`src/rtl/seg_display_capture.sv`:
```
// Capture side of a multiplexed active-low 7-segment bus: qualifies each digit dwell,
// inverse-decodes it and rebuilds four {dp_on,hex} codes. Optional SEG_CAPTURE_CHANGE_EN adds the changed pulse.
module seg_display_capture #(
    parameter int STABLE_CYCLES  = 4,
    parameter int TIMEOUT_CYCLES = 200000
) (
    input  logic       clk,
    input  logic       reset,
    input  logic [3:0] an,
    input  logic [6:0] seg,
    input  logic       dp,
    output logic [4:0] d0,
    output logic [4:0] d1,
    output logic [4:0] d2,
    output logic [4:0] d3,
    output logic [3:0] valid,
    output logic       frame_done,
    output logic       bad_pattern,
    output logic       changed
);
    localparam int CW = $clog2(STABLE_CYCLES + 1);
    localparam int TW = $clog2(TIMEOUT_CYCLES + 1);
    localparam logic [CW-1:0] C_MAX = CW'(STABLE_CYCLES);
    localparam logic [TW-1:0] T_MAX = TW'(TIMEOUT_CYCLES);

    // sample layout {an[3:0], seg[6:0], dp}
    logic [11:0]          s_q, s_d, sp_q;
    logic [CW-1:0]        c_q, c_d;
    logic [3:0][4:0]      d_q, d_d;
    logic [3:0]           valid_q, valid_d;
    logic [3:0][TW-1:0]   tcnt_q, tcnt_d;
    logic [3:0]           mask_q, mask_d;
    logic                 frame_q, frame_d;
    logic                 bad_q, bad_d;
`ifdef SEG_CAPTURE_CHANGE_EN
    logic                 chg_q, chg_d;
`endif

    logic [3:0] an_low;
    logic       one_hot;
    logic [1:0] idx;
    logic       capture;
    logic [4:0] dec;
    logic [4:0] new_code;
    logic [3:0] mask_set;

    // returns {decodable, hex}
    function automatic logic [4:0] seg_decode(input logic [6:0] p);
        case (p)
            7'h40: seg_decode = 5'h10;
            7'h79: seg_decode = 5'h11;
            7'h24: seg_decode = 5'h12;
            7'h30: seg_decode = 5'h13;
            7'h19: seg_decode = 5'h14;
            7'h12: seg_decode = 5'h15;
            7'h02: seg_decode = 5'h16;
            7'h78: seg_decode = 5'h17;
            7'h00: seg_decode = 5'h18;
            7'h10: seg_decode = 5'h19;
            7'h08: seg_decode = 5'h1A;
            7'h03: seg_decode = 5'h1B;
            7'h46: seg_decode = 5'h1C;
            7'h21: seg_decode = 5'h1D;
            7'h06: seg_decode = 5'h1E;
            7'h0E: seg_decode = 5'h1F;
            default: seg_decode = 5'h00;
        endcase
    endfunction

    always_comb begin
        s_d      = {an, seg, dp};
        an_low   = ~s_q[11:8];
        one_hot  = (an_low != 4'b0) && ((an_low & (an_low - 4'b1)) == 4'b0);
        idx      = 2'd0;
        case (an_low)
            4'b0010: idx = 2'd1;
            4'b0100: idx = 2'd2;
            4'b1000: idx = 2'd3;
            default: idx = 2'd0;
        endcase

        if (!one_hot)            c_d = '0;
        else if (s_q != sp_q)    c_d = CW'(1);
        else if (c_q != C_MAX)   c_d = c_q + CW'(1);
        else                     c_d = c_q;
        // fires only on the transition into saturation, so one capture per dwell
        capture  = (c_d == C_MAX) && (c_q != C_MAX);

        dec      = seg_decode(s_q[7:1]);
        new_code = {~s_q[0], dec[3:0]};
        mask_set = mask_q | (4'b1 << idx);

        d_d      = d_q;
        mask_d   = mask_q;
        frame_d  = 1'b0;
        bad_d    = 1'b0;
`ifdef SEG_CAPTURE_CHANGE_EN
        chg_d    = 1'b0;
`endif
        for (int i = 0; i < 4; i++) begin
            tcnt_d[i]  = (tcnt_q[i] == T_MAX) ? tcnt_q[i] : tcnt_q[i] + TW'(1);
            valid_d[i] = valid_q[i] && (tcnt_d[i] != T_MAX);
        end

        if (capture) begin
            if (dec[4]) begin
`ifdef SEG_CAPTURE_CHANGE_EN
                chg_d = !valid_q[idx] || (d_q[idx] != new_code);
`endif
                d_d[idx]     = new_code;
                valid_d[idx] = 1'b1;
                tcnt_d[idx]  = '0;
                if (mask_set == 4'b1111) begin
                    frame_d = 1'b1;
                    mask_d  = 4'b0;
                end else begin
                    mask_d  = mask_set;
                end
            end else begin
                bad_d        = 1'b1;
                valid_d[idx] = 1'b0;
            end
        end
    end

    always_ff @(posedge clk or posedge reset) begin
        if (reset) begin
            s_q     <= '0;
            sp_q    <= '0;
            c_q     <= '0;
            d_q     <= '0;
            valid_q <= '0;
            tcnt_q  <= '0;
            mask_q  <= '0;
            frame_q <= 1'b0;
            bad_q   <= 1'b0;
`ifdef SEG_CAPTURE_CHANGE_EN
            chg_q   <= 1'b0;
`endif
        end else begin
            s_q     <= s_d;
            sp_q    <= s_q;
            c_q     <= c_d;
            d_q     <= d_d;
            valid_q <= valid_d;
            tcnt_q  <= tcnt_d;
            mask_q  <= mask_d;
            frame_q <= frame_d;
            bad_q   <= bad_d;
`ifdef SEG_CAPTURE_CHANGE_EN
            chg_q   <= chg_d;
`endif
        end
    end

    assign d0          = d_q[0];
    assign d1          = d_q[1];
    assign d2          = d_q[2];
    assign d3          = d_q[3];
    assign valid       = valid_q;
    assign frame_done  = frame_q;
    assign bad_pattern = bad_q;
`ifdef SEG_CAPTURE_CHANGE_EN
    assign changed     = chg_q;
`else
    assign changed     = 1'b0;
`endif
endmodule
```
`config.mk`:
```
export PLATFORM = sky130hd
export DESIGN_NAME = seg_display_capture
export DESIGN_NICKNAME = d
export VERILOG_FILES = /design/src/rtl/seg_display_capture.sv
export SDC_FILE = /design/constraint.sdc
export NUM_CORES = 1
export LEC_CHECK = 0
export CAP_MARGIN = 30
export CORE_ASPECT_RATIO = 0.75
export CORE_MARGIN = 4
export CORE_UTILIZATION = 60
export DETAILED_ROUTE_END_ITERATION = 7
export GPL_TIMING_DRIVEN = 1
export HOLD_SLACK_MARGIN = 0.03
export PLACE_DENSITY = 0.8
export SYNTH_ARGS = -nofsm -noshare
export SYNTH_HDL_FRONTEND = slang
export SYNTH_SLANG_ARGS = --single-unit
```
`constraint.sdc`:
```
create_clock -name clk -period 6.71 [get_ports clk]
set_input_delay 2.013 -clock clk [delete_from_list [all_inputs] [get_ports clk]]
set_output_delay 2.013 -clock clk [all_outputs]
set_load 0.02 [all_outputs]
```
==> impl_metrics.py <==
metrics = {
    "run_status": {
        "status": "finished clean",
    },
    "sta": {
        "skew_ps": 6.21,
        "period_share_pct": 51.4,
        "finalHoldViolations": 0,
        "min_period_ps": 3450,
        "max_clock_freq_ghz": 0.290,
        "timing.slew.headroom_pct": 36.1,
        "timing.final.setup_violations": 0,
        "worst_pin_slew_ps": 959,
        "rsz0062_at_grt": "false",
        "whs_ps": 514,
        "final.setup.tns_ps": 0,
        "timing_max_transition_violations_final": 0,
    },
    "floorplan": {
        "area_of_the_die_mm2": 0.0139,
        "die_y_um": 103,
        "placementRows": 34,
        "start_util_pct": 61.9,
        "core-area_mm2": 0.0117,
        "floorplan.io_pins": 41,
        "floorplan.die.width_um": 135,
    },
    "worst_setup_path": {
        "critPathLaunchType": "register",
        "timing.setup.critical_path_class": "register to output pin",
        "timing.critical_path.arrival_ps": 1440,
        "crit_chain": "clkdlybuf4s50_1",
        "critPathRequiredTime_ps": 4700,
        "worst_path_max_fanout": 2,
        "crit_buf_inv": 1,
        "critical-path-max-stage-delay_ps": 620,
        "cp_top_family": "buffers and inverters",
        "critical_path.endpoint_type": "output pin",
        "crit_slowest_cell": "sky130_fd_sc_hd__clkdlybuf4s50_1",
    },
    "power": {
        "irDropWorstVdd_mv": 0.205,
        "leakage_power_summed_over_all_cells_uw": 0.00341,
        "power.density_mw_per_mm2": 220,
    },
    "global_route": {
        "grt_antenna_before_repair": 0,
        "globalRouteTotalUtil_pct": 25.3,
        "grt_max_degree": 82,
        "globalRoute.totalOverflow": 0,
        "grt_pass1_vias": 5633,
        "grt_pass1_wl_um": 28300,
    },
    "synthesis": {
        "synth_largest_type_area_fraction_pct": 44.6,
        "yosysWarningCount": 0,
        "synth_enable_flop_cells": 0,
        "seq_total_area_yosys_pct": 44.6,
        "synth.distinct_cells": 64,
        "synthesis.nets": 789,
        "synthTopCellsByArea": "sky130_fd_sc_hd__dfrtp_1 45%, sky130_fd_sc_hd__xor2_1 5.6%, sky130_fd_sc_hd__nor2_1 5.4%",
        "ys.flop_type": "sky130_fd_sc_hd__dfrtp_1",
        "async_flop_share_pct": 100,
        "synth.ff_latch_count": 129,
        "synth_commonest_cells": "129 x sky130_fd_sc_hd__dfrtp_1, 104 x sky130_fd_sc_hd__nor2_1, 46 x sky130_fd_sc_hd__xor2_1, 41 x sky130_fd_sc_hd__nand3_1",
        "post_synth_inst_count": 765,
        "synth.largest_area_cell": "sky130_fd_sc_hd__dfrtp_1",
        "synthesis.area_per_instance_um2": 9.46,
        "syn-cell-area_mm2": 0.00724,
        "synth.most_common_cell": "sky130_fd_sc_hd__dfrtp_1",
    },
    "clock_network": {
        "tritoncts": "built",
        "post-cts-setup-buffers": 0,
        "ctsResizeCount": 0,
        "worst_skew_pair.late_latency_ps": 420,
        "clockRootBuffer": "sky130_fd_sc_hd__clkbuf_16",
        "cts_buffers": 17,
        "clock_sink_count": 129,
        "path_clk_slew_ps": 60,
        "htreeDepth": 4,
        "cts_hold_repair.buffers": 0,
        "cts.path.max_buffers": 2,
    },
    "layout": {
        "sequential_cell_area_mm2": 0.00323,
        "antenna_cells": 0,
        "multiInputGateArea_mm2": 0.00365,
        "nFillCells": 833,
        "final_nets": 806,
        "flow.area_growth_from_synthesis_pct": 14.5,
        "final_layout_size_suffix_gt1_share_pct": 7.18,
    },
    "drt": {
        "initialDrtViolationCount": 584,
        "routed-via-count": 5828,
        "drt-vias-per-instance": 6.10,
        "antenna_violating_nets_post_route": 0,
        "detailedRoute.firstPassIterationCount": 6,
        "totalWireLength_um": 16800,
        "route.detailed.drc": 0,
        "wl_per_cell_um": 17.6,
    },
    "job": {
        "drv.max_cap_violation_count": 0,
    },
    "hold_path": {
        "worstHoldPathType": "register to register",
    },
    "place": {
        "last_weighted_congestion_value_of_the_routability_driven_placer": 0.923,
        "detailedPlacementHpwl_um": 11200,
        "portBuffers": 39,
    },
}
## stage by stage
stage               utilization, %  worst slack, ps  instances  area (um2)  total power, uW
CTS                           70.5             3260        954        8250             1830
floorplan                        -             1260        765        7240              851
global placement              65.0             3310        922        7610              865
detailed placement            65.3             3280        923        7640              869
global route                  70.9             3090        956        8290             1870
finish                        70.9             3260        956        8290             1820
## worst paths after layout
check / start / end / slack (ps) / cells past startpoint
max: valid[1] / valid[1] / 3260 / 1
min: d1[1] / d1[1] / 510 / 1
max reg2reg: s_q[4] / d0[1] / 3390 / 6
min reg2reg: d1[1] / d1[1] / 510 / 1
max in group asynchronous: reset / sp_q[9] / 4150 / 3
min in group asynchronous: reset / tcnt_q[27] / 1960 / 3
## layout by cell type (no fill, tap or decap), drive strengths merged, types with 6 or more instances in the layout
cell type,instances
a21oi,20
a31oi,6
and2,6
and3,6
clkbuf,21
clkdlybuf4s50,39
dfrtp,129
ha,10
inv,32
mux2,13
mux2i,11
nand2,37
nand3,41
nand4,26
nor2,104
nor2b,17
nor3,25
nor3b,10
nor4,20
o21a,7
o21ai,13
or3,14
xnor2,37
xor2,46
## power breakdown
part | internal [uW] | leakage (uW) | switching, uW
combinational | 22.6 | 0.00144 | 33.1
clock | 627 | 0.000285 | 337
sequential | 786 | 0.00169 | 15.2
## logic make-up (layout without fill, tap and decap cells)
| logic type | after synthesis | after routing | share of synthesized area [%] |
|---|---|---|---|
| flip-flops | 129 | 129 | 44.6 |
| other | 1 | 1 | 0.0518 |
| XOR/XNOR | 83 | 83 | 10.0 |
| AND/OR/NAND/NOR | 347 | 347 | 26.1 |
| multiplexers | 24 | 24 | 3.70 |
| adder cells (fa/ha/maj) | 10 | 10 | 1.73 |
| buffers and inverters | 78 | 107 | 4.96 |
| AO/OA/AOI/OAI | 93 | 93 | 8.87 |
## flip-flops by register name, summed over array words and instances (netlist names)
register / count
d0: 5
bad_pattern: 1
sp_q: 12
valid: 4
mask_q: 4
tcnt_q: 72
c_q: 3
d1: 5
s_q: 12
d2: 5
frame_done: 1
d3: 5
## layer usage
layer	vias to the layer above	track usage, %	share of wire (%)
li1	2732	-	-
met1	2829	36.4	46
met2	227	39.4	46
met3	40	4.83	5.7
met4	0	8.06	1.8
met5	-	0	0
## final cells by class
class                      instances  area share (%)
timing repair buffer              44            5.73
sequential                       129            38.9
multi-input combinational        558            44.0
clock inverter                    10            1.93
inverter                          32            1.48
clock buffer                      21            5.43
tap                              162            2.44
No activity file was read; power rests on OpenSTA's default activity.
